`src/rtl/fetch_stage_pkg.sv`:
```
// Shared constants, FSM state type and BTB counter helper for the fetch stage.
package fetch_stage_pkg;

    localparam int unsigned DEFAULT_PC_WIDTH    = 32;
    localparam int unsigned DEFAULT_INSTR_WIDTH = 32;
    localparam logic [31:0] DEFAULT_RESET_PC    = 32'h8000_0000;
    localparam logic [31:0] NOP_INSTR           = 32'h0000_0013;
    localparam logic [6:0]  OPC_JAL             = 7'b1101111;
    localparam logic [1:0]  CTR_ALLOC           = 2'b10;

    typedef enum logic [1:0] {
        S_REQ,
        S_WAIT,
        S_HOLD,
        S_DROP
    } fetch_state_e;

    // Two-bit saturating direction counter.
    function automatic logic [1:0] ctr_update(input logic [1:0] ctr, input logic taken);
        if (taken) return (ctr == 2'b11) ? ctr : ctr + 2'd1;
        return (ctr == 2'b00) ? ctr : ctr - 2'd1;
    endfunction

endpackage

```
`src/rtl/fetch_stage_if.sv`:
```
// Instruction-memory request/response channel between fetch and the memory.
interface fetch_stage_if
    import fetch_stage_pkg::*;
#(
    parameter int unsigned PC_WIDTH    = DEFAULT_PC_WIDTH,
    parameter int unsigned INSTR_WIDTH = DEFAULT_INSTR_WIDTH
) ();

    logic                   imem_req_valid;
    logic                   imem_req_ready;
    logic [PC_WIDTH-1:0]    imem_addr;
    logic                   imem_resp_valid;
    logic [INSTR_WIDTH-1:0] imem_resp_data;

    modport master (
        output imem_req_valid,
        output imem_addr,
        input  imem_req_ready,
        input  imem_resp_valid,
        input  imem_resp_data
    );

    modport slave (
        input  imem_req_valid,
        input  imem_addr,
        output imem_req_ready,
        output imem_resp_valid,
        output imem_resp_data
    );

endinterface

```
`src/rtl/fetch_stage_btb.sv`:
```
// Direct-mapped branch target buffer: combinational lookup, registered update.
module fetch_btb
    import fetch_stage_pkg::*;
#(
    parameter int unsigned PC_WIDTH = DEFAULT_PC_WIDTH,
    parameter int unsigned IDX_W    = 4
) (
    input  logic                clk_i,
    input  logic                rst,
    input  logic [PC_WIDTH-1:0] lkp_pc_i,
    output logic                lkp_hit_o,
    output logic                lkp_taken_o,
    output logic [PC_WIDTH-1:0] lkp_target_o,
    input  logic                upd_valid_i,
    input  logic [PC_WIDTH-1:0] upd_pc_i,
    input  logic [PC_WIDTH-1:0] upd_target_i,
    input  logic                upd_taken_i
);

    localparam int unsigned ENTRIES = 1 << IDX_W;
    localparam int unsigned TAG_W   = PC_WIDTH - IDX_W - 2;

    logic [ENTRIES-1:0] valid_q;
    logic [TAG_W-1:0]    tag_q [ENTRIES];
    logic [PC_WIDTH-1:0] tgt_q [ENTRIES];
    logic [1:0]          ctr_q [ENTRIES];

    logic [IDX_W-1:0] lkp_idx, upd_idx;
    logic [TAG_W-1:0] lkp_tag, upd_tag;
    logic             upd_hit;
    logic             unused_pc_lsb;

    assign lkp_idx = lkp_pc_i[IDX_W+1:2];
    assign lkp_tag = lkp_pc_i[PC_WIDTH-1:IDX_W+2];
    assign upd_idx = upd_pc_i[IDX_W+1:2];
    assign upd_tag = upd_pc_i[PC_WIDTH-1:IDX_W+2];
    assign unused_pc_lsb = ^{lkp_pc_i[1:0], upd_pc_i[1:0]};

    // Reads see the registered arrays, so a same-cycle update is not visible yet.
    assign lkp_hit_o    = valid_q[lkp_idx] && (tag_q[lkp_idx] == lkp_tag);
    assign lkp_taken_o  = lkp_hit_o && ctr_q[lkp_idx][1];
    assign lkp_target_o = tgt_q[lkp_idx];

    assign upd_hit = valid_q[upd_idx] && (tag_q[upd_idx] == upd_tag);

    always_ff @(posedge clk_i) begin
        if (rst) begin
            valid_q <= '0;
        end else if (upd_valid_i && !upd_hit && upd_taken_i) begin
            valid_q[upd_idx] <= 1'b1;
        end
    end

    always_ff @(posedge clk_i) begin
        if (upd_valid_i) begin
            if (upd_hit) begin
                ctr_q[upd_idx] <= ctr_update(ctr_q[upd_idx], upd_taken_i);
                if (upd_taken_i) tgt_q[upd_idx] <= upd_target_i;
            end else if (upd_taken_i) begin
                tag_q[upd_idx] <= upd_tag;
                tgt_q[upd_idx] <= upd_target_i;
                ctr_q[upd_idx] <= CTR_ALLOC;
            end
        end
    end

endmodule

```
`src/rtl/fetch_stage.sv`:
```
// Instruction fetch: owns the PC, one outstanding memory request, BTB-predicted nPC,
// and a single-entry instruction buffer presented to the F/D register.
module fetch_stage
    import fetch_stage_pkg::*;
#(
    parameter int unsigned         PC_WIDTH    = DEFAULT_PC_WIDTH,
    parameter int unsigned         INSTR_WIDTH = DEFAULT_INSTR_WIDTH,
    parameter logic [PC_WIDTH-1:0] RESET_PC    = PC_WIDTH'(DEFAULT_RESET_PC),
    parameter int unsigned         BTB_IDX_W   = 4
) (
    input  logic                   clk_i,
    input  logic                   rst,
    input  logic                   redirect_valid_i,
    input  logic [PC_WIDTH-1:0]    redirect_pc_i,
    input  logic                   decode_allow_in_i,
    fetch_stage_if.master          imem,
    input  logic                   btb_upd_valid_i,
    input  logic [PC_WIDTH-1:0]    btb_upd_pc_i,
    input  logic [PC_WIDTH-1:0]    btb_upd_target_i,
    input  logic                   btb_upd_taken_i,
    output logic [INSTR_WIDTH-1:0] instr_o,
    output logic [PC_WIDTH-1:0]    F_PC_o,
    output logic [PC_WIDTH-1:0]    F_nPC_o,
    output logic                   F_commit_o,
    output logic                   F_train_predict_o,
    output logic                   F_success_hit_o,
    output logic                   F_jal_o,
    output logic                   fetch_ready_o
);

    localparam logic [INSTR_WIDTH-1:0] NOP = INSTR_WIDTH'(NOP_INSTR);

    fetch_state_e           state_q, state_d;
    logic [PC_WIDTH-1:0]    pc_q, pc_d;
    logic [PC_WIDTH-1:0]    cap_pc_q, npc_q;
    logic [INSTR_WIDTH-1:0] instr_q;
    logic                   hit_q, pred_q;
    logic                   capture;
    logic                   btb_hit, btb_taken;
    logic [PC_WIDTH-1:0]    btb_target;
    logic                   in_hold;

    fetch_btb #(
        .PC_WIDTH (PC_WIDTH),
        .IDX_W    (BTB_IDX_W)
    ) u_btb (
        .clk_i        (clk_i),
        .rst          (rst),
        .lkp_pc_i     (pc_q),
        .lkp_hit_o    (btb_hit),
        .lkp_taken_o  (btb_taken),
        .lkp_target_o (btb_target),
        .upd_valid_i  (btb_upd_valid_i),
        .upd_pc_i     (btb_upd_pc_i),
        .upd_target_i (btb_upd_target_i),
        .upd_taken_i  (btb_upd_taken_i)
    );

    assign imem.imem_req_valid = (state_q == S_REQ);
    assign imem.imem_addr      = pc_q;

    always_comb begin
        state_d = state_q;
        pc_d    = pc_q;
        capture = 1'b0;
        case (state_q)
            S_REQ: begin
                if (redirect_valid_i) pc_d = redirect_pc_i;
                // A request accepted alongside a redirect is already stale.
                if (imem.imem_req_ready) state_d = redirect_valid_i ? S_DROP : S_WAIT;
            end
            S_WAIT: begin
                if (redirect_valid_i) begin
                    pc_d    = redirect_pc_i;
                    state_d = imem.imem_resp_valid ? S_REQ : S_DROP;
                end else if (imem.imem_resp_valid) begin
                    capture = 1'b1;
                    state_d = S_HOLD;
                end
            end
            S_HOLD: begin
                if (redirect_valid_i) begin
                    pc_d    = redirect_pc_i;
                    state_d = S_REQ;
                end else if (decode_allow_in_i) begin
                    pc_d    = npc_q;
                    state_d = S_REQ;
                end
            end
            S_DROP: begin
                if (redirect_valid_i) pc_d = redirect_pc_i;
                if (imem.imem_resp_valid) state_d = S_REQ;
            end
            default: state_d = S_REQ;
        endcase
    end

    always_ff @(posedge clk_i) begin
        if (rst) begin
            state_q  <= S_REQ;
            pc_q     <= RESET_PC;
            instr_q  <= NOP;
            cap_pc_q <= '0;
            npc_q    <= '0;
            hit_q    <= 1'b0;
            pred_q   <= 1'b0;
        end else begin
            state_q <= state_d;
            pc_q    <= pc_d;
            if (capture) begin
                instr_q  <= imem.imem_resp_data;
                cap_pc_q <= pc_q;
                npc_q    <= btb_taken ? btb_target : pc_q + PC_WIDTH'(4);
                hit_q    <= btb_hit;
                pred_q   <= btb_taken;
            end
        end
    end

    always_comb begin
        in_hold           = (state_q == S_HOLD);
        fetch_ready_o     = in_hold && !redirect_valid_i;
        F_commit_o        = fetch_ready_o;
        instr_o           = in_hold ? instr_q : NOP;
        F_jal_o           = in_hold && (instr_q[6:0] == OPC_JAL);
        F_train_predict_o = in_hold && pred_q;
        F_success_hit_o   = in_hold && hit_q;
        F_PC_o            = cap_pc_q;
        F_nPC_o           = npc_q;
    end

endmodule

```
`src/flat_wrapper.sv`:
```
// flat-port wrapper written by rule: the top's interface ports become plain ports
module fetch_stage_flat import fetch_stage_pkg::*;
#(
    parameter int unsigned         PC_WIDTH    = DEFAULT_PC_WIDTH,
    parameter int unsigned         INSTR_WIDTH = DEFAULT_INSTR_WIDTH,
    parameter logic [PC_WIDTH-1:0] RESET_PC    = PC_WIDTH'(DEFAULT_RESET_PC),
    parameter int unsigned         BTB_IDX_W   = 4
)
  (clk_i, rst, redirect_valid_i, redirect_pc_i, decode_allow_in_i, btb_upd_valid_i, btb_upd_pc_i, btb_upd_target_i, btb_upd_taken_i, instr_o, F_PC_o, F_nPC_o, F_commit_o, F_train_predict_o, F_success_hit_o, F_jal_o, fetch_ready_o, imem_imem_req_valid, imem_imem_addr, imem_imem_req_ready, imem_imem_resp_valid, imem_imem_resp_data);
  fetch_stage_if #(.PC_WIDTH(PC_WIDTH), .INSTR_WIDTH(INSTR_WIDTH)) imem_i ();
  input  logic clk_i;
  input  logic rst;
  input  logic redirect_valid_i;
  input  logic [PC_WIDTH-1:0] redirect_pc_i;
  input  logic decode_allow_in_i;
  input  logic btb_upd_valid_i;
  input  logic [PC_WIDTH-1:0] btb_upd_pc_i;
  input  logic [PC_WIDTH-1:0] btb_upd_target_i;
  input  logic btb_upd_taken_i;
  output logic [INSTR_WIDTH-1:0] instr_o;
  output logic [PC_WIDTH-1:0] F_PC_o;
  output logic [PC_WIDTH-1:0] F_nPC_o;
  output logic F_commit_o;
  output logic F_train_predict_o;
  output logic F_success_hit_o;
  output logic F_jal_o;
  output logic fetch_ready_o;
  output wire logic [$bits(imem_i.imem_req_valid)-1:0] imem_imem_req_valid;
  output wire logic [$bits(imem_i.imem_addr)-1:0] imem_imem_addr;
  input wire logic [$bits(imem_i.imem_req_ready)-1:0] imem_imem_req_ready;
  input wire logic [$bits(imem_i.imem_resp_valid)-1:0] imem_imem_resp_valid;
  input wire logic [$bits(imem_i.imem_resp_data)-1:0] imem_imem_resp_data;
  assign imem_imem_req_valid = imem_i.imem_req_valid;
  assign imem_imem_addr = imem_i.imem_addr;
  assign imem_i.imem_req_ready = imem_imem_req_ready;
  assign imem_i.imem_resp_valid = imem_imem_resp_valid;
  assign imem_i.imem_resp_data = imem_imem_resp_data;
  fetch_stage #(.PC_WIDTH(PC_WIDTH), .INSTR_WIDTH(INSTR_WIDTH), .RESET_PC(RESET_PC), .BTB_IDX_W(BTB_IDX_W)) u_core (.clk_i(clk_i), .rst(rst), .redirect_valid_i(redirect_valid_i), .redirect_pc_i(redirect_pc_i), .decode_allow_in_i(decode_allow_in_i), .imem(imem_i), .btb_upd_valid_i(btb_upd_valid_i), .btb_upd_pc_i(btb_upd_pc_i), .btb_upd_target_i(btb_upd_target_i), .btb_upd_taken_i(btb_upd_taken_i), .instr_o(instr_o), .F_PC_o(F_PC_o), .F_nPC_o(F_nPC_o), .F_commit_o(F_commit_o), .F_train_predict_o(F_train_predict_o), .F_success_hit_o(F_success_hit_o), .F_jal_o(F_jal_o), .fetch_ready_o(fetch_ready_o));
endmodule
```
`config.mk`:
```
export PLATFORM = sky130hd
export DESIGN_NAME = fetch_stage_flat
export DESIGN_NICKNAME = d
export VERILOG_FILES = /design/src/rtl/fetch_stage_pkg.sv /design/src/rtl/fetch_stage_if.sv /design/src/rtl/fetch_stage_btb.sv /design/src/rtl/fetch_stage.sv /design/src/flat_wrapper.sv
export SDC_FILE = /design/constraint.sdc
export NUM_CORES = 1
export LEC_CHECK = 0
export BUFFER_PORTS_ARGS = -buffer_cell sky130_fd_sc_hd__buf_2
export CAP_MARGIN = 20
export CORE_ASPECT_RATIO = 0.8
export CORE_UTILIZATION = 45
export DETAILED_ROUTE_END_ITERATION = 6
export MAX_ROUTING_LAYER = met4
export PLACE_DENSITY = 0.61
export SYNTH_ARGS = -nofsm -noshare
export SYNTH_HDL_FRONTEND = slang
export SYNTH_SLANG_ARGS = --single-unit
```
`constraint.sdc`:
```
create_clock -name clk_i -period 9.4 [get_ports clk_i]
set_input_delay 0.94 -clock clk_i [delete_from_list [all_inputs] [get_ports clk_i]]
set_output_delay 0.94 -clock clk_i [all_outputs]
set_load 0.005 [all_outputs]
```
==> results of run 1 <==
-- worst max path at each step --
| stage | startpoint | to | cells past startpoint |
|---|---|---|---|
| after floorplan | btb_upd_pc_i[4] | u_core.u_btb.tgt_q[12][0] | 5 |
| after global placement | btb_upd_pc_i[3] | u_core.u_btb.ctr_q[10][0] | 10 |
| after detailed placement | btb_upd_pc_i[3] | u_core.u_btb.ctr_q[12][0] | 10 |
| after CTS | btb_upd_pc_i[3] | u_core.u_btb.ctr_q[14][0] | 10 |
| after global routing | btb_upd_pc_i[3] | u_core.u_btb.tag_q[15][7] | 11 |
| final | btb_upd_pc_i[3] | u_core.u_btb.tag_q[15][12] | 11 |
-- logic make-up (layout without fill, tap and decap cells) --
| family | count (synthesis) | after routing | synth area share [%] |
|---|---|---|---|
| AOI/OAI and AO/OA | 241 | 241 | 3.10 |
| xor gates and xnor gates | 76 | 76 | 1.40 |
| adders and majority gates | 1 | 1 | 0.0263 |
| buffers and inverters | 205 | 555 | 2.10 |
| DFF | 1112 | 1112 | 67.1 |
| muxes | 477 | 477 | 20.8 |
| other | 0 | 7 | 0 |
| and+or+nand+nor | 539 | 539 | 5.48 |
-- final cells by class --
| cell class | instances | area [sq um] | share of cell area [%] |
|---|---|---|---|
| Antenna cell | 7 | 17.5 | 0.0323 |
| Clock buffer | 145 | 3020 | 5.57 |
| Clock inverter | 64 | 686 | 1.26 |
| Inverter | 4 | 15.0 | 0.0277 |
| Multi-Input combinational cell | 1334 | 14900 | 27.4 |
| Sequential cell | 1112 | 31900 | 58.8 |
| Tap cell | 1404 | 1760 | 3.24 |
| Timing Repair Buffer | 342 | 1970 | 3.64 |
-- through the flow --
stage               utilization (%)  power, uW
CTS                            51.8      10800
global placement               48.3       6310
finish                         51.9      10700
floorplan                         -       6030
detailed placement             48.3       6330
global route                   51.9      11000
-- cells in the final DEF (no fill, tap or decap), types with 17 or more instances in the layout --
master	synthesis	routed
o21a_1	17	17
clkinv_2	0	21
dfxtp_1	152	148
mux4_2	407	407
nand2_1	182	182
clkbuf_16	0	114
mux2i_1	68	68
edfxtp_1	960	960
nor4_1	18	18
nor2_1	113	85
and3_1	27	26
xor2_1	17	17
and2_1	36	36
clkinv_1	0	17
o21ai_0	19	19
buf_4	18	72
clkbuf_1	101	26
buf_2	43	264
a211oi_1	17	17
xnor2_1	59	59
nand3_1	63	63
nor3_1	24	20
nor2_4	0	28
a21oi_1	138	138
nand4_1	18	18
-- critical path, stage by stage --
cell	delay [ps]
buf_4	850
buf_4	800
mux4_2	420
mux4_2	490
xnor2_1	180
nand4_1	290
nor2_1	110
nand3_1	210
nand3_1	350
nor2_4	750
buf_4	480
-- registers in the layout, summed over array words and instances, names as in the netlist, named ones only --
name / flops
u_core.u_btb.tgt_q: 512
u_core.u_btb.tag_q: 416
u_core.F_PC_o: 32
u_core.F_nPC_o: 32
u_core.imem.imem_addr: 32
u_core.instr_q: 32
u_core.u_btb.ctr_q: 32
u_core.u_btb.valid_q: 16
u_core.state_q: 2
u_core.hit_q: 1
u_core.pred_q: 1
-- metal layers --
| layer | GRT usage [%] | share of wire [%] | vias to the layer above |
|---|---|---|---|
| li1 | - | - | 11300 |
| met1 | 36.6 | 41 | 14400 |
| met2 | 38.7 | 46 | 1544 |
| met3 | 5.78 | 10 | 225 |
| met4 | 6.76 | 2.6 | 0 |
| met5 | - | 0 | - |
-- power groups by stage --
stage          Sequential [uW]  Combinational (uW)  Clock (uW)
5_1_grt                   5500                 783        4740
3_5_place_dp              5600                 736           0
3_3_place_gp              5590                 722           0
4_1_cts                   5490                 738        4570
6_report                  5490                 738        4510
2_1_floorplan             5560                 472           0
==> results.toml, run 1 <==
[clock_network]
cts_tree = "yes"
ctsHoldBuffers = 0
post_cts_buffers = 0
clock_sinks = 1112
clk_pin_slew_worst_paths_ps = 60
clkLatencyLatePin_ps = 700
cts_resized = 0
cts_made_buffers = 111
cts-root-buf = "clkbuf_16"
htreeDepth = 3
cts_buffer_depth = 3

[synth]
yosys.area.top_type = "edfxtp_1"
synth_edf_count = 960
ys_types = 58
yosys.cell_count.top_type = "edfxtp_1"
ys.flop_type = "edfxtp_1"
netlist_area_sq_um = 47500
ys_seq_area_share_pct = 67.1
netlist_top_cells_area = "edfxtp_1, mux4_2, dfxtp_1"
synth_top_area_share_pct = 60.7
ys_top_cells_by_count = "edfxtp_1, mux4_2, nand2_1, dfxtp_1, a21oi_1"
synth-async-reset-ratio_pct = 0
synth.avg_cell_area_sq_um = 17.9
ys_seq_elements = 1112
ys_warn_count = 0
syn_nets = 2788
syn_inst = 2651

[timing]
fin_ws_ps = 3790
finalCritPeriodShare_pct = 59.7
min_period_ps = 5610
maxSlewHeadroom_pct = 21.8
fin_skew_ps = 27.9
holdWs_ps = 449
tightest_slew_ps = 1170
drv_slew = 0
finalSetupTns_ps = 0
rsz0062_at_grt = "false"
hold_violations = 0
timing.fmax_ghz = 0.178
setup_violations = 0

[worst_setup_path]
path_class = "input port to register"
timing.rr.end = "u_core.F_nPC_o[21]"
arrival_ps = 5940
reg2reg_slack_ps = 4180
worstRegToRegCells = 11
critPathMaxFanout = 74
end_kind = "register"
worstPathRequired_ps = 9730
start_kind = "input port"

[drt]
routedWlPerCell_microns = 30.6
routed_wl_microns = 135000
avgViaCountPerCell = 6.23
drtIter0Drc = 3583
num_vias = 27500
ant_nets = 0
dr.pass1.iters = 7
drc_errors = 1

[placed_design]
place_ws_ps = 3040
dp_hpwl_microns = 80800
dp.cells = 4193
io_buffer_count = 267
gp_congestion = 0.836
placed_area_sq_um = 50500

[run_status]
violations = "DRC"
status = "finished, violations left"

[die]
ios = 270
fp.dieArea_sq_um = 107000
die_y_microns = 293
core_area_sq_um = 105000
num_rows = 106
start_util_pct = 45.4
chipWidth_microns = 365

[pwr]
swShare_pct = 22.0
p_int_uw = 8380
vdd_drop_max_mv = 0.136
power.clock.fraction_pct = 42.0
power_frac_seq_pct = 51.1
switching_power_uw = 2360
p_per_area_nw_per_um2 = 198
power_frac_comb_pct = 6.9
p_leak_uw = 0.0173

[cells_and_area]
instances_no_fill = 4412
drive_gt1_share_pct = 32.1
area_delta_synth_final_pct = 14.2
fillers = 8338
fin_nets = 3042
fin_area_sq_um = 54200

[global_route]
track_usage_pct = 26.1
overflow = 0
grt_pass1_vias = 27200
grt_max_degree = 108
grt_pass1_wl_microns = 193000
antenna_found_initial = 17

[worst_hold_path]
holdPathStages = 2
worst_hold_path_type = "register to register"
whs_endpoint = "u_core.instr_q[29]"
min_from = "u_core.instr_q[29]"

[job]
maxCapViolCount = 0
(Power assumes the default switching activity.)
==> inputs of run 2 (changes only) <==
==> constraint.sdc (replaced) <==
create_clock -name clk_i -period 5.43 [get_ports clk_i]
set_input_delay 0.543 -clock clk_i [delete_from_list [all_inputs] [get_ports clk_i]]
set_output_delay 0.543 -clock clk_i [all_outputs]
set_load 0.005 [all_outputs]
==> run 2 against run 1 <==
Effect of this change: the run now ends clean; worst hold slack worse by 350 ps; core utilization up 0.39 points; die area unchanged; critical path type is now register to register; non-clock buffer count up 21; cell count up 0.52%; critical path depth unchanged; combinational power up 75%; first-iteration DRC count down 10%; sequential power up 74%; flip-flop and latch count unchanged.
==> results.toml, run 2 (synthesis results as in run 1) <==
[run_status]
status = "completed"

[cells_and_area]
fin_area_sq_um = 54600
layout_commonest_cell = "edfxtp_1"
drive_gt1_share_pct = 32.5
instances_no_fill = 4435
largest_register = "u_core.u_btb.tgt_q"
fin_nets = 3062
mostFrequentLayoutCells = "edfxtp_1, mux4_2, buf_2"
post-route-util_pct = 52.3
area_delta_synth_final_pct = 15.0
reg_top3 = "u_core.u_btb.tgt_q x512, u_core.u_btb.tag_q x416"
largest_register_ffs = 512

[worst_hold_path]
worst_hold_path_type = "input port to register"

[placed_design]
dp.cells = 4216
gp_congestion = 0.880
dp_hpwl_microns = 84300
placed_area_sq_um = 51000
io_buffer_count = 267

[clock_network]
cts-root-buf = "clkbuf_16"
cts_made_buffers = 110
htreeDepth = 3
clkLatencyLatePin_ps = 700
cts_resized = 0
clk_pin_slew_worst_paths_ps = 60
post_cts_buffers = 0
cts_tree = "yes"
clock_sinks = 1112
ctsHoldBuffers = 0
cts_buffer_depth = 3

[timing]
rsz0062_at_grt = "false"
tightest_slew_ps = 1090
maxSlewHeadroom_pct = 27.0
timing.fmax_ghz = 0.212
setup_violations = 0
min_period_ps = 4710
finalSetupTns_ps = 0
fin_skew_ps = 49.1
finalCritPeriodShare_pct = 86.7
hold_violations = 0
drv_slew = 0

[drt]
routed_wl_microns = 137000
dr.pass1.iters = 5
num_vias = 27600
drtIter0Drc = 3210
routedWlPerCell_microns = 31.0
avgViaCountPerCell = 6.22
drc_errors = 0
ant_nets = 0

[global_route]
grt_max_degree = 133
overflow = 0
track_usage_pct = 26.5
grt_pass1_vias = 27200
antenna_found_initial = 17
grt_pass1_wl_microns = 196000

[worst_setup_path]
reg2reg_slack_ps = 720
worstPathRequired_ps = 6000
arrival_ps = 5280
end_kind = "register"
critPathMaxFanout = 65
path_class = "register to register"
start_kind = "register"

[pwr]
p_per_area_nw_per_um2 = 337
p_leak_uw = 0.0175
vdd_drop_max_mv = 0.257
total_power_uw = 18400

[die]
ios = 270
fp.dieArea_sq_um = 107000
die_y_microns = 293
start_util_pct = 45.4
core_area_sq_um = 105000
chipWidth_microns = 365
num_rows = 106

[job]
maxCapViolCount = 0
==> run 2: cell count changes in the layout (fill, tap and decap cells not counted), moves of 2 or more <==
cell        before  now
inv_6            3    1
diode_2          7   11
clkinv_2        21   18
clkbuf_8         6   17
buf_12           3   33
buf_4           72   65
clkinvlp_2       3    0
clkbuf_1        26   23
bufinv_16       14    7
clkinv_1        17   20
inv_4            0    3
==> run 2: cell type report <==
type / instances / area, sq um
inverters: 4 / 15.0
well taps: 1404 / 1760
diodes: 11 / 27.5
repair buffers: 363 / 2480
clock inverters: 54 / 458
flip-flops and latches: 1112 / 31900
multi-input cells: 1334 / 14900
clock buffers: 153 / 3140
fillers: 8285 / 49900
==> run 2: where the power goes <==
part,internal [uW],total (uW),switching (uW)
clock,4350,7580,3230
combinational,557,1290,730
sequential,9390,9530,137
==> run 2: routing by layer <==
metal  track usage (%)  share of wire [%]  up-vias
met1              38.0                 42    14600
met5                 -                  0        -
met2              39.0                 46     1455
met4              6.75                2.6        0
li1                  -                  -    11300
met3              5.08                9.4      224
==> run 2: worst max-delay path, cell delays in order, from the launching register on <==
cell and delay, ps:
dfxtp_4 1010, buf_4 330, nor2b_1 480, a22oi_1 210, nand3b_1 150, or4b_1 430
nor3b_1 150, nor4_1 680, and3_2 320, buf_12 260, nor4_1 130, a311o_1 350
==> run 2: worst paths after layout <==
path | start | to | cells past startpoint
worst max-delay path | register | u_core.F_nPC_o[23] | 11
worst min-delay path | redirect_pc_i[31] | u_core.imem.imem_addr[31] | 3
worst max register to register | register | u_core.F_nPC_o[23] | 11
worst min register to register | u_core.F_PC_o[23] | u_core.F_PC_o[23] | 2
==> run 2: stage by stage <==
| stage | setup slack [ps] | hold slack (ps) |
|---|---|---|
| after floorplan | 747 | 427 |
| after global placement | 512 | 438 |
| after detailed placement | 533 | 443 |
| after CTS | 824 | 51.0 |
| after global routing | 634 | 73.6 |
| final | 720 | 93.9 |
==> inputs of run 3 (changes only) <==
--- a/config.mk
+++ b/config.mk
@@ -6,12 +6,13 @@
 export NUM_CORES = 1
 export LEC_CHECK = 0
 export BUFFER_PORTS_ARGS = -buffer_cell sky130_fd_sc_hd__buf_2
-export CAP_MARGIN = 20
+export CELL_PAD_IN_SITES_DETAIL_PLACEMENT = 1
+export CELL_PAD_IN_SITES_GLOBAL_PLACEMENT = 2
 export CORE_ASPECT_RATIO = 0.8
 export CORE_UTILIZATION = 45
 export DETAILED_ROUTE_END_ITERATION = 6
 export MAX_ROUTING_LAYER = met4
-export PLACE_DENSITY = 0.61
+export PLACE_DENSITY = 0.76
 export SYNTH_ARGS = -nofsm -noshare
 export SYNTH_HDL_FRONTEND = slang
 export SYNTH_SLANG_ARGS = --single-unit
==> run 3 against run 2 <==
Effect of this change: register-to-register slack improved by 230 ps; worst hold slack got worse by 36 ps; clock-buffer cell count is 9 lower; worst setup slack better by 200 ps; clock power rose by 0.5%; flip-flop and latch count is the same; total power grew 0.32%; die area unchanged; core utilization about the same; cell count up 0.38%; largest cell class unchanged; largest power group unchanged.
==> results.toml, run 3 (synthesis results as in run 1) <==
[pwr]
swShare_pct = 22.8
power.clock.fraction_pct = 41.3
power_frac_comb_pct = 7.1
p_leak_uw = 0.0175
power_frac_seq_pct = 51.7
vdd_drop_max_mv = 0.245
switching_power_uw = 4200
p_per_area_nw_per_um2 = 338
p_int_uw = 14300

[placed_design]
gp_congestion = 0.842
dp_hpwl_microns = 91100
io_buffer_count = 267

[run_status]
status = "completed"

[global_route]
grt_pass1_wl_microns = 206000
grt_max_degree = 102
overflow = 0
grt_pass1_vias = 28300
track_usage_pct = 27.9
antenna_found_initial = 19

[cells_and_area]
post-route-util_pct = 52.3
area_delta_synth_final_pct = 15.1
drive_gt1_share_pct = 32.7
layout_commonest_cell = "edfxtp_1"
reg_top3 = "u_core.u_btb.tgt_q x512, u_core.u_btb.tag_q x416"
largest_register_ffs = 512
mostFrequentLayoutCells = "edfxtp_1, mux4_2, buf_2"
fin_nets = 3080
largest_register = "u_core.u_btb.tgt_q"

[worst_setup_path]
critPathMaxFanout = 62
cp_cell_sequence = "buf_4 -> buf_4 -> mux4_2 -> mux4_2 -> xnor2_1 -> nand4_1 -> nor2_1 -> nand3_1 -> nand3_1 -> nor2_4 -> buf_12 -> o21a_1"
worstRegToRegCells = 10
worstPathRequired_ps = 6020
crit_slowest_cell = "buf_4"
end_kind = "register"
cpPeakStageDelay_ps = 740
start_kind = "input port"
arrival_ps = 5100
path_class = "input port to register"
path_buf_inv = 3
crit_family = "simple AND/OR/NAND/NOR gates"
cp_num_cells = 12

[worst_hold_path]
holdPathStages = 3
worst_hold_path_type = "input port to register"

[timing]
tightest_slew_ps = 1190
finalCritPeriodShare_pct = 83.1
min_period_ps = 4510
finalSetupTns_ps = 0
rsz0062_at_grt = "false"
setup_violations = 0
maxSlewHeadroom_pct = 20.5
hold_violations = 0
holdWs_ps = 58.1
timing.fmax_ghz = 0.222
drv_slew = 0
fin_skew_ps = 39.7

[die]
num_rows = 106
die_y_microns = 293
ios = 270
start_util_pct = 45.4
core_area_sq_um = 105000
fp.dieArea_sq_um = 107000
chipWidth_microns = 365

[clock_network]
clkLatencyLatePin_ps = 730
ctsHoldBuffers = 0
cts_made_buffers = 111
cts_tree = "yes"
cts_buffer_depth = 3
cts-root-buf = "clkbuf_16"
cts_resized = 0
post_cts_buffers = 0
clock_sinks = 1112
htreeDepth = 3
clk_pin_slew_worst_paths_ps = 70

[drt]
drtIter0Drc = 3153
num_vias = 27600
dr.pass1.iters = 5
avgViaCountPerCell = 6.19
ant_nets = 0
routedWlPerCell_microns = 32.4
drc_errors = 0
routed_wl_microns = 144000

[job]
maxCapViolCount = 0
run 3: final timing paths:
| path | from | endpoint | slack (ps) |
|---|---|---|---|
| max reg2reg | register | u_core.F_nPC_o[22] | 950 |
| min | redirect_pc_i[23] | u_core.imem.imem_addr[23] | 60 |
| max | btb_upd_pc_i[3] | u_core.u_btb.valid_q[3] | 920 |
| min reg2reg | u_core.instr_q[7] | u_core.instr_q[7] | 450 |
run 3: per-layer routing:
metal	GRT usage (%)	up-vias	wire (microns)
met4	5.69	0	2470
met2	42.8	1226	68500
met5	-	-	0
met3	5.65	174	12300
li1	-	11400	-
met1	39.0	14800	60900
run 3: metrics by stage:
| step | total power [uW] | setup slack (ps) | std cells | cell area, sq um |
|---|---|---|---|---|
| 2_1_floorplan | 10400 | 747 | 2651 | 47500 |
| 3_3_place_gp | 11000 | 372 | 4234 | 51000 |
| 5_1_grt | 18900 | 800 | 4451 | 54600 |
| 6_report | 18500 | 920 | 4452 | 54600 |
| 4_1_cts | 18600 | 963 | 4440 | 54600 |
| 3_5_place_dp | 11000 | 308 | 4234 | 51000 |
run 3: area by class of cell:
type	count	area, sq um
Fill cell	9646	49900
Clock buffer	144	2940
Tap cell	1404	1760
Clock inverter	62	629
Multi-Input combinational cell	1334	14900
Inverter	4	15.0
Timing Repair Buffer	380	2520
Antenna cell	12	30.0
Sequential cell	1112	31900
run 3: power by group through the flow:
stage	Sequential [uW]	Combinational, uW	Clock [uW]
6_report	9540	1300	7620
5_1_grt	9540	1380	8010
4_1_cts	9540	1310	7740
3_5_place_dp	9720	1300	0
3_3_place_gp	9700	1260	0
2_1_floorplan	9620	816	0
run 3: tightest hold or removal path, stage by stage:
cell and delay, ps:
buf_2 80, a21oi_1 50, nor2_1 80
